## config.mk

```make
export PLATFORM = sky130hd
export DESIGN_NAME = nibble_add_seq
export DESIGN_NICKNAME = d
export VERILOG_FILES = /design/src/rtl/nibble_add_seq.sv
export SDC_FILE = /design/constraint.sdc
export NUM_CORES = 1
export LEC_CHECK = 0
export ABC_AREA = 1
export ABC_CLOCK_PERIOD_IN_PS = 2400
export CORE_ASPECT_RATIO = 1.2
export CORE_MARGIN = 1.5
export CORE_UTILIZATION = 25
export CTS_CLUSTER_SIZE = 16
export DETAILED_ROUTE_END_ITERATION = 16
export PLACE_DENSITY_LB_ADDON = 0.3
export SLEW_MARGIN = 20
export SYNTH_ARGS = -nofsm -noshare
export SYNTH_HDL_FRONTEND = slang
export SYNTH_SLANG_ARGS = --single-unit
```

## constraint.sdc

```tcl
create_clock -name clk -period 2.4 [get_ports clk]
set_input_delay 0.48 -clock clk [delete_from_list [all_inputs] [get_ports clk]]
set_output_delay 0.48 -clock clk [all_outputs]
set_load 0.01 [all_outputs]
```

## src/rtl/nibble_add_seq.sv

```systemverilog
// Nibble-serial adder controller: drives one 4-bit ripple stage per cycle,
// LSB nibble first, returning the W-bit sum, carry-out and signed overflow.
module nibble_add_seq #(
  parameter int NIBBLES = 4
) (
  input  logic                   clk,
  input  logic                   rst_n,
  input  logic                   in_valid,
  output logic                   in_ready,
  input  logic [4*NIBBLES-1:0]   a,
  input  logic [4*NIBBLES-1:0]   b,
  input  logic                   cin,
  input  logic                   abort,
  output logic                   out_valid,
  input  logic                   out_ready,
  output logic [4*NIBBLES-1:0]   sum,
  output logic                   cout,
  output logic                   ovf,
  output logic                   busy
);
  localparam int W  = 4 * NIBBLES;
  localparam int IW = (NIBBLES > 1) ? $clog2(NIBBLES) : 1;

  typedef enum logic [1:0] {IDLE, RUN, DONE} state_e;

  state_e          state_q, state_d;
  logic [W-1:0]    a_q, a_d, b_q, b_d, sum_q, sum_d;
  logic            carry_q, carry_d, cout_q, cout_d, ovf_q, ovf_d;
  logic [IW-1:0]   idx_q, idx_d;

  logic [3:0]      a_nib, b_nib;
  logic [4:0]      add5;
  logic [3:0]      low3;

  // Index is widened before scaling so the bit offset cannot overflow IW bits.
  always_comb begin
    a_nib = a_q[{idx_q, 2'b00} +: 4];
    b_nib = b_q[{idx_q, 2'b00} +: 4];
    add5  = {1'b0, a_nib} + {1'b0, b_nib} + {4'b0, carry_q};
    low3  = {1'b0, a_nib[2:0]} + {1'b0, b_nib[2:0]} + {3'b0, carry_q};
  end

  always_comb begin
    state_d = state_q;
    a_d     = a_q;
    b_d     = b_q;
    sum_d   = sum_q;
    carry_d = carry_q;
    cout_d  = cout_q;
    ovf_d   = ovf_q;
    idx_d   = idx_q;
    case (state_q)
      IDLE: begin
        if (in_valid) begin
          a_d     = a;
          b_d     = b;
          carry_d = cin;
          sum_d   = '0;
          idx_d   = '0;
          state_d = RUN;
        end
      end
      RUN: begin
        if (abort) begin
          idx_d   = '0;
          state_d = IDLE;
        end else begin
          sum_d[{idx_q, 2'b00} +: 4] = add5[3:0];
          carry_d = add5[4];
          if (idx_q == IW'(NIBBLES - 1)) begin
            cout_d  = add5[4];
            ovf_d   = low3[3] ^ add5[4];
            idx_d   = '0;
            state_d = DONE;
          end else begin
            idx_d = idx_q + 1'b1;
          end
        end
      end
      DONE: begin
        if (out_ready || abort) state_d = IDLE;
      end
      default: state_d = IDLE;
    endcase
  end

  always_ff @(posedge clk or negedge rst_n) begin
    if (!rst_n) begin
      state_q <= IDLE;
      a_q     <= '0;
      b_q     <= '0;
      sum_q   <= '0;
      carry_q <= 1'b0;
      cout_q  <= 1'b0;
      ovf_q   <= 1'b0;
      idx_q   <= '0;
    end else begin
      state_q <= state_d;
      a_q     <= a_d;
      b_q     <= b_d;
      sum_q   <= sum_d;
      carry_q <= carry_d;
      cout_q  <= cout_d;
      ovf_q   <= ovf_d;
      idx_q   <= idx_d;
    end
  end

  assign in_ready  = (state_q == IDLE);
  assign out_valid = (state_q == DONE);
  assign busy      = (state_q != IDLE);
  assign sum       = sum_q;
  assign cout      = cout_q;
  assign ovf       = ovf_q;
endmodule
```

==> Implementation_results.wiki <==
{| class="wikitable"
! Metric !! Value
|-
| Peak supply drop || 461 µV
|-
| Sequential cell area in the final layout || 1380 µm²
|-
| Placer's final routability congestion estimate || 0.832
|-
| Fraction of layout instances using a drive strength above 1 || 0.210
|-
| Post-Synthesis Cells || 266
|-
| Horiz. Die Dim || 100 µm
|-
| Total via count in the routed design || 2071
|-
| Max Transition Viols Final || 0
|-
| Library cells used by synthesis || 28
|-
| Final Worst Setup Slack || 0.174 ns
|-
| Slack of the worst reg-to-reg path || 0.17 ns
|-
| Destination of the critical timing path || ovf$_DFFE_PN0P_
|-
| Setup repair bufs after CTS || 0
|-
| Number of flops mapped to enable cells by yosys || 0
|-
| CP Capture Type || flip-flop
|-
| Number of antenna violations at the first check in global routing || 0
|-
| Slowest-stage cell, CP || sky130_fd_sc_hd__dfrtp_2
|-
| Post-DRT Antenna Nets || 0
|-
| Number of nets in the finished design || 379
|-
| Violation count after the first detailed-routing iteration || 42
|-
| Setup repair after global routing missed its margin || false
|-
| CP required || 2.58 ns
|-
| Num ports || 59
|-
| Dominant cells by area after synthesis || sky130_fd_sc_hd__dfrtp_1 (49%), sky130_fd_sc_hd__mux2_4 (14%), sky130_fd_sc_hd__nand2_1 (6.9%)
|-
| Critical path start-end classification || flip-flop to flip-flop
|-
| Maximum level of the CTS H-tree || 2
|-
| Antenna Diode Count || 0
|-
| Die Y || 120 µm
|-
| Root buffer cell || sky130_fd_sc_hd__clkbuf_16
|-
| Count of placed standard cells including taps || 457
|-
| Vias in the first global route || 2168
|-
| Clk slew on worst S/H paths || 0.07 ns
|-
| Final std cells w/o fill || 465
|-
| Total die area || 12000 µm²
|-
| Fraction of post-synthesis cell area in the top cell type by area || 0.485
|-
| Clock tree skew after final layout || 0.00513 ns
|-
| CTS tree || done
|-
| Timing-limited maximum frequency || 449 MHz
|-
| Worst path top cell family by delay || adder cells
|-
| Finish-stage setup viols || 0
|-
| Total stage count of the critical path || 11
|-
| Worst slew slack as a fraction of its limit || 0.568
|-
| Hpwl dp || 5130 µm
|-
| Hold bufs inserted after CTS || 0
|-
| Post-placement worst setup slack || 0.0409 ns
|-
| Clock Latency Late Sink || 0.29 ns
|-
| Routed vias/inst || 4.45
|-
| Final wirelength || 6670 µm
|-
| Cell with the most instances on the worst path || sky130_fd_sc_hd__nand2_1
|-
| Pre-antenna DRT Iters || 4
|-
| Initial cell density of the core || 0.257
|-
| Total congestion overflow || 0
|-
| Endpoint of the worst-slack reg-to-reg timing path || ovf$_DFFE_PN0P_
|-
| Total of warnings raised by yosys || 0
|-
| Top fanout value on the critical path || 7
|-
| Tightest Hold Check Type || input pin to async pin
|-
| Predominant post-synthesis flop cell || sky130_fd_sc_hd__dfrtp_1
|-
| TritonCTS Buffers || 5
|-
| Largest area contributor in the netlist || sky130_fd_sc_hd__dfrtp_1
|-
| Setup crit start || idx_q[0]$_DFFE_PN0P_
|-
| Part of the Yosys area used for sequential elements || 0.485
|-
| Post-DR wirelength/cell || 14.3 µm
|-
| Cell depth of the worst flop-to-flop path || 11
|-
| Share of async-settable or async-resettable flops after synthesis || 1.00
|-
| Maximum Capacitance Violations || 0
|-
| Area taken by multi-input logic gates || 1360 µm²
|-
| Crit path launch type || flip-flop
|-
| Least-Margin Pin Slew || 0.648 ns
|-
| Leading cell type by number of instances after synthesis || sky130_fd_sc_hd__dfrtp_1
|-
| CP Data Arrival Time || 2.41 ns
|-
| Cell-by-cell listing of the critical path || inv_1 > o21ai_0 > o22ai_1 > fa_2 > fa_1 > nand2_1 > nand2_1 > a21oi_1 > inv_1 > o21ai_1 > nand2_1
|-
| IO Port Bufs || 58
|-
| Number of clock sinks || 55
|-
| Tmin final || 2.23 ns
|-
| Layout fillers || 1136
|-
| Critical path buffers and inverters || 2
|-
| Number of register bits inferred by synthesis || 55
|-
| Setup TNS || 0 ns
|-
| Core Box Area || 11000 µm²
|-
| Post-Syn Nets || 313
|-
| Synth top cells by count || sky130_fd_sc_hd__dfrtp_1 (55), sky130_fd_sc_hd__nand2_1 (52), sky130_fd_sc_hd__mux2_4 (27)
|-
| Layout overhead on the synthesized area || 34.1%
|-
| Total power divided by cell area || 1140 nW/µm²
|-
| PostCTS Resize Cnt || 0
|-
| Leak Pwr || 1.77 nW
|-
| Core Rows || 42
|-
| Mean Syn Cell Area || 10.7 µm²
|-
| Remaining DRCs || 0
|-
| Final number of hold-violating endpoints || 0
|-
| Result of the run || complete, no violations
|-
| Maximum count of clock buffers along a single path || 2
|-
| Tcrit/Tclk final || 0.927
|-
| Post-synthesis instance area || 2840 µm²
|-
| Global-route wire length before repair || 11000 µm
|-
| Reg-to-reg critical path startpoint || idx_q[0]$_DFFE_PN0P_
|-
| Slowest stage delay, CP || 0.42 ns
|-
| GRT Util Overall || 0.119
|-
| Pin count of the biggest net entering global routing || 31
|}
kinds of logic (layout without fill, tap and decap cells):
logic type | count (synthesis) | in the layout | share of synthesized area
buffers and inverters | 24 | 91 | 0.0406
AO/OA/AOI/OAI | 38 | 38 | 0.0772
AND/OR/NAND/NOR | 107 | 107 | 0.187
multiplexers | 32 | 32 | 0.163
adder cells (fa/ha/maj) | 9 | 9 | 0.0450
flip-flops | 55 | 55 | 0.485
XOR/XNOR | 1 | 1 | 0.00309
cells in the final DEF, fill, tap and decap left out, types with 2 or more instances in the layout:
cell                               n
sky130_fd_sc_hd__a21oi_1           4
sky130_fd_sc_hd__buf_12            2
sky130_fd_sc_hd__buf_4             7
sky130_fd_sc_hd__clkbuf_16         5
sky130_fd_sc_hd__clkdlybuf4s50_1  57
sky130_fd_sc_hd__dfrtp_1          53
sky130_fd_sc_hd__dfrtp_2           2
sky130_fd_sc_hd__ha_1              7
sky130_fd_sc_hd__inv_1            14
sky130_fd_sc_hd__mux2_2            5
sky130_fd_sc_hd__mux2_4           27
sky130_fd_sc_hd__nand2_1          52
sky130_fd_sc_hd__nand2_4           4
sky130_fd_sc_hd__nand3_1          11
sky130_fd_sc_hd__nand4_1           8
sky130_fd_sc_hd__nor2_1           24
sky130_fd_sc_hd__nor2_4            2
sky130_fd_sc_hd__o21ai_0          19
sky130_fd_sc_hd__o21ai_1           4
sky130_fd_sc_hd__o22ai_1           7
sky130_fd_sc_hd__or2_4             2
how the worst min path moves through the flow:
| stage | start | cells after the start | end |
|---|---|---|---|
| final | rst_n | 1 | sum[12]$_DFFE_PN0P_ |
| after CTS | rst_n | 1 | sum[12]$_DFFE_PN0P_ |
| after global placement | sum[4]$_DFFE_PN0P_ | 2 | sum[4]$_DFFE_PN0P_ |
| after floorplan | rst_n | 0 | a_q[0]$_DFFE_PN0P_ |
| after detailed placement | sum[5]$_DFFE_PN0P_ | 2 | sum[5]$_DFFE_PN0P_ |
| after global routing | rst_n | 1 | sum[4]$_DFFE_PN0P_ |
final cells by class:
cell class	count	share of cell area
Sequential cell	55	0.362
Multi-Input combinational cell	187	0.357
Timing Repair Buffer	67	0.176
Tap cell	132	0.0434
Clock buffer	6	0.0365
Inverter	16	0.0164
Clock inverter	2	0.00920
per-layer routing:
| metal | vias up | track usage | wire (µm) |
|---|---|---|---|
| met5 | - | 0 | 0 |
| met4 | 0 | 0.0370 | 86 |
| met3 | 6 | 0.0239 | 206 |
| met2 | 42 | 0.206 | 3390 |
| met1 | 989 | 0.147 | 2990 |
| li1 | 1034 | - | - |
where the power goes:
part | total [mW] | switching (mW) | internal, mW
combinational | 2.16 | 1.17 | 0.985
clock | 0.844 | 0.325 | 0.519
sequential | 1.35 | 0.179 | 1.17
flip-flops by register name, summed over array words and instances, names as in the netlist:
register / cells
a_q: 16
idx_q: 2
state_q: 2
sum: 16
cout: 1
b_q: 16
carry_q: 1
ovf: 1
stage by stage:
stage	power [mW]	utilization	area (µm²)	hold slack, ns
finish	4.35	0.345	3810	0.212
global route	4.68	0.345	3810	0.253
CTS	4.35	0.344	3790	0.236
detailed placement	3.48	0.328	3620	0.464
global placement	3.45	0.328	3620	0.458
floorplan	2.77	-	2840	0.184
(Power assumes the default switching activity.)
==> edit 1: new RTL, same settings <==
Re-encode `state_e` (3 states) as one-hot, 3 bits wide.
--- a/src/rtl/nibble_add_seq.sv
+++ b/src/rtl/nibble_add_seq.sv
@@ -21,7 +21,7 @@
   localparam int W  = 4 * NIBBLES;
   localparam int IW = (NIBBLES > 1) ? $clog2(NIBBLES) : 1;
 
-  typedef enum logic [1:0] {IDLE, RUN, DONE} state_e;
+  typedef enum logic [2:0] {IDLE = 3'b001, RUN = 3'b010, DONE = 3'b100} state_e;
 
   state_e          state_q, state_d;
   logic [W-1:0]    a_q, a_d, b_q, b_d, sum_q, sum_d;
Function: same outputs for any inputs over 10 cycles, from zero or initial values and one cycle with rst_n low; not proved beyond that.
==> edit 1 against the original RTL <==
Final area rose by 0.39%; clock skew down 0.00079 ns; worst hold slack got worse by 0.0040 ns; clock power fell by 0.8%; worst setup slack got worse by 0.016 ns; routed wire length grew 8.7%; sequential cell count grew 1; area after synthesis up 1.5%; power increased by 5.6%.
==> edit 1: results (changes against the original RTL) <==
[outcome]
status = completed  ; unchanged

[finish]
diodes = 0  ; unchanged
fillers = 1200  ; was 1136
nNetsFinal = 455  ; was 379
drive_gt1_frac = 0.1174  ; was 0.2102

[yosys]
synthTopCellsByCount = nand2_1, dfrtp_1, nand3_1  ; was dfrtp_1, nand2_1, mux2_4
synth_area_leaders = dfrtp_1, nand2_1, nand3_1  ; was dfrtp_1, mux2_4, nand2_1
synth_fp_nets = 397  ; was 313
post_synth_num_cell_types = 32  ; was 28
seq_area_frac_synth = 0.4868  ; was 0.4850

[drt]
vias = 2484  ; was 2071
drt_iter0_markers = 149  ; was 42
wl_per_cell_um = 12.88  ; was 14.34 um

[global_route]
grtUsageMet2 = 0.2348  ; was 0.2058
grt_pass1_wl_um = 12230  ; was 11040 um
gr-usage-met1 = 0.1527  ; was 0.1467
grt_util_all_layers = 0.1278  ; was 0.1185
grtUsageMet3 = 0.01965  ; was 0.02388
grt_max_degree = 36  ; was 31
grt_pass1_vias = 2559  ; was 2168

[placed_design]
dp_hpwl_um = 5628  ; was 5127 um
gp_congestion = 0.8769  ; was 0.8315
port_buffers = 58  ; unchanged
dpl_cell_area_um2 = 3625  ; was 3618 um^2

[critical_path]
worstSetupPathType = flop to flop  ; unchanged
crit_fanout = 12  ; was 7
r2r_slack_ns = 0.16  ; was 0.17 ns
cp.arrival_ns = 2.48  ; was 2.41 ns
endpoint = sum[6]  ; was ovf
crit_path_max_incr_delay_ns = 0.45  ; was 0.42 ns

[power]
peakVddDrop_mv = 0.4641  ; was 0.4608 mV
power.internal_mw = 2.635  ; was 2.677 mW
power_leakage_nw = 1.822  ; was 1.768 nW

[cts]
cts_made_buffers = 5  ; unchanged
post-cts-setup-buffers = 0  ; unchanged

[timing]
hold_viol_final = 0  ; unchanged
fin_worst_skew_ns = 0.004343  ; was 0.005132 ns
slew-limit-headroom = 0.5584  ; was 0.5680

[edit 1: changes by cell type in the layout (fill, tap and decap cells not counted), sizes merged, moves of 2 or more]
cell	unedited run	this run
nor2	28	25
nand2	57	134
nand4	8	1
nand3b	0	2
inv	16	19
mux2	32	0
nand3	12	47
o22ai	8	6
a32oi	0	2
[edit 1: worst min-delay path by stage]
stage / from / endpoint / slack, ns / cells past startpoint
floorplan: rst_n / a_q[0] / 0.18 / 0
global placement: a_q[6] / a_q[6] / 0.46 / 2
detailed placement: a_q[8] / a_q[8] / 0.46 / 2
CTS: rst_n / sum[12] / 0.23 / 1
global route: rst_n / sum[12] / 0.26 / 1
finish: rst_n / sum[12] / 0.21 / 1
[edit 1: cell families (layout without fill, tap and decap cells)]
family,count (synthesis),count (layout),share of synthesized area
AOI/OAI and AO/OA,39,39,0.07773
xor gates and xnor gates,1,1,0.003040
adders and majority gates,9,9,0.04429
buffers and inverters,34,93,0.06122
DFF,56,56,0.4868
and+or+nand+nor,211,211,0.3270
[edit 1: through the flow]
stage	setup slack, ns	util	hold WS [ns]	std cells	setup TNS (ns)
floorplan	0.1029	-	0.1844	350	0
global placement	0.007258	0.3254	0.4585	555	0
detailed placement	-0.06187	0.3254	0.4607	555	-0.09481
CTS	0.02253	0.3404	0.2306	563	0
global route	-0.01067	0.3430	0.2584	563	-0.01067
finish	0.1585	0.3430	0.2079	563	0
[edit 1: power groups by stage]
stage | Clock, mW | Combinational (mW) | Sequential [mW]
6_report | 0.837 | 2.24 | 1.52
4_1_cts | 0.849 | 2.17 | 1.52
3_3_place_gp | 0 | 2.10 | 1.53
2_1_floorplan | 0 | 1.60 | 1.45
3_5_place_dp | 0 | 2.15 | 1.53
5_1_grt | 0.886 | 2.57 | 1.56
[edit 1: area by class of cell]
class / instances / area (um^2) / area share
clock inverters: 3 / 42.54 / 0.01113
clock buffers: 5 / 125.1 / 0.03274
multi-input cells: 260 / 1324 / 0.3464
repair buffers: 66 / 651.9 / 0.1706
inverters: 19 / 81.33 / 0.02128
well taps: 154 / 192.7 / 0.05043
flip-flops and latches: 56 / 1404 / 0.3674
[edit 1: per-layer routing]
layer | wire length, um | vias up
met3 | 269 | 8
met1 | 3180 | 1178
met2 | 3698 | 53
met5 | 0 | -
met4 | 103 | 0
li1 | - | 1245
[edit 1: what timing repair did]
| item | CTS | global route |
|---|---|---|
| gates resized for setup | 2 | 10 |
| pin swaps | 0 | 1 |
| cloned | 0 | 0 |
| hold buffers | 0 | 0 |
| setup endpoints to repair | 3 | 11 |
==> edit 2: new RTL, config.mk and constraints unchanged <==
Without the edit above. Change the parameter `NIBBLES` from 4 to 2.
--- a/src/rtl/nibble_add_seq.sv
+++ b/src/rtl/nibble_add_seq.sv
@@ -1,7 +1,7 @@
 // Nibble-serial adder controller: drives one 4-bit ripple stage per cycle,
 // LSB nibble first, returning the W-bit sum, carry-out and signed overflow.
 module nibble_add_seq #(
-  parameter int NIBBLES = 4
+  parameter int NIBBLES = 2
 ) (
   input  logic                   clk,
   input  logic                   rst_n,
Interface: changed (resized a, b and sum); port bits go from 59 to 35. The function was not compared with the original's and may differ.
==> edit 2 against the original RTL <==
Sequential cell count down 25; clock skew up 0.0020 ns; routed wire length down 50%; fmax up 1.5%; non-clock buffer count down 30; area after synthesis down 45%; synthesized cell count down 27%; power down 37%; worst setup slack better by 0.033 ns; die area down 44%; final area down 46%; worst hold slack better by 0.26 ns; critical endpoint unchanged; largest power group unchanged; highest routed layer unchanged.
==> edit 2: results (changes against the original RTL) <==
[yosys]
seq_area_frac_synth = 0.4812  ; was 0.4850
synth_area_leaders = dfrtp_1, nand2_1, fa_1  ; was dfrtp_1, mux2_4, nand2_1
synthTopCellsByCount = nand2_1, dfrtp_1, inv_1  ; was dfrtp_1, nand2_1, mux2_4
synth_fp_nets = 221  ; was 313
ys_warn_count = 0  ; unchanged
post_synth_num_cell_types = 22  ; was 28

[critical_path]
crit_path_max_incr_delay_ns = 0.49  ; was 0.42 ns
critPathTopFamily = adder cells  ; unchanged
r2r_cells = 9  ; was 11
crit_fanout = 9  ; was 7
worstSetupPathType = flop to flop  ; unchanged
r2r_start = idx_q  ; was idx_q[0]
cp.arrival_ns = 2.36  ; was 2.41 ns
r2r_slack_ns = 0.21  ; was 0.17 ns

[cts]
root_buffer = clkbuf_8  ; was clkbuf_16
clock_sinks = 30  ; was 55
post-cts-setup-buffers = 0  ; unchanged

[finish]
nonClockBufferCount = 37  ; was 67
clock_buffers = 7  ; was 6
inverters = 13  ; was 16
nNetsFinal = 261  ; was 379
buffer_area_frac = 0.1758  ; was 0.1755
fillers = 660  ; was 1136
seq_share = 0.3636  ; was 0.3623
multi_input_area_um2 = 713.2  ; was 1358 um^2
num-multi-input-gates = 147  ; was 187
clk_share = 0.03697  ; was 0.04569
drive_gt1_frac = 0.09829  ; was 0.2102

[global_route]
grt_util_all_layers = 0.1185  ; about the same
grt_pass1_wl_um = 5927  ; was 11040 um
gr-usage-met1 = 0.1409  ; was 0.1467
grt_pass1_vias = 1318  ; was 2168
grtUsageMet2 = 0.1971  ; was 0.2058
grtUsageMet3 = 0.03608  ; was 0.02388

[outcome]
status = completed  ; unchanged

[floorplan]
core_um2 = 6051  ; was 11040 um^2

[power]
power_leakage_nw = 1.068  ; was 1.768 nW
power_switching_mw = 1.186  ; was 1.675 mW
peakVddDrop_mv = 0.4214  ; was 0.4608 mV
p_comb_mw = 1.45  ; was 2.16 mW

[drt]
met2WireLength_um = 1591  ; was 3386 um
wl_per_cell_um = 10.56  ; was 14.34 um
drt-met1-wl_um = 1529  ; was 2989 um
wl_met3_um = 161  ; was 206 um
drt_iter0_markers = 28  ; was 42
vias_per_cell = 4.073  ; was 4.454

[placed_design]
dpl_cell_area_um2 = 1988  ; was 3618 um^2
dp_hpwl_um = 2605  ; was 5127 um
port_buffers = 34  ; was 58
gp_congestion = 0.7615  ; was 0.8315

[timing]
fin_worst_skew_ns = 0.007175  ; was 0.005132 ns
slew-limit-headroom = 0.7335  ; was 0.5680

[min_path]
hold_class = flop to flop  ; was primary input to asynchronous set/reset pin

## edit 2: per-stage QoR
step | std cells | utilization | setup slack, ns | total power [mW] | hold slack, ns
floorplan | 194 | - | 0.3326 | 1.897 | 0.1844
global placement | 309 | 0.3286 | 0.2732 | 2.349 | 0.4545
detailed placement | 309 | 0.3286 | 0.2128 | 2.383 | 0.4603
CTS | 316 | 0.3412 | 0.1989 | 2.770 | 0.4754
global route | 316 | 0.3412 | 0.05879 | 3.032 | 0.5018
finish | 316 | 0.3412 | 0.2069 | 2.729 | 0.4718
## edit 2: worst paths after layout
check                      endpoint
max in group asynchronous    a_q[6]
hold reg to reg              sum[5]
hold / removal               sum[5]
setup reg to reg                ovf
min in group asynchronous    sum[4]
setup / recovery                ovf
## edit 2: kinds of logic after synthesis
logic type,Yosys count,share of synthesized area
AO/OA/AOI/OAI,4,0.01925
XOR/XNOR,1,0.005614
adder cells (fa/ha/maj),5,0.04972
buffers and inverters,17,0.06175
flip-flops,30,0.4812
AND/OR/NAND/NOR,137,0.3825
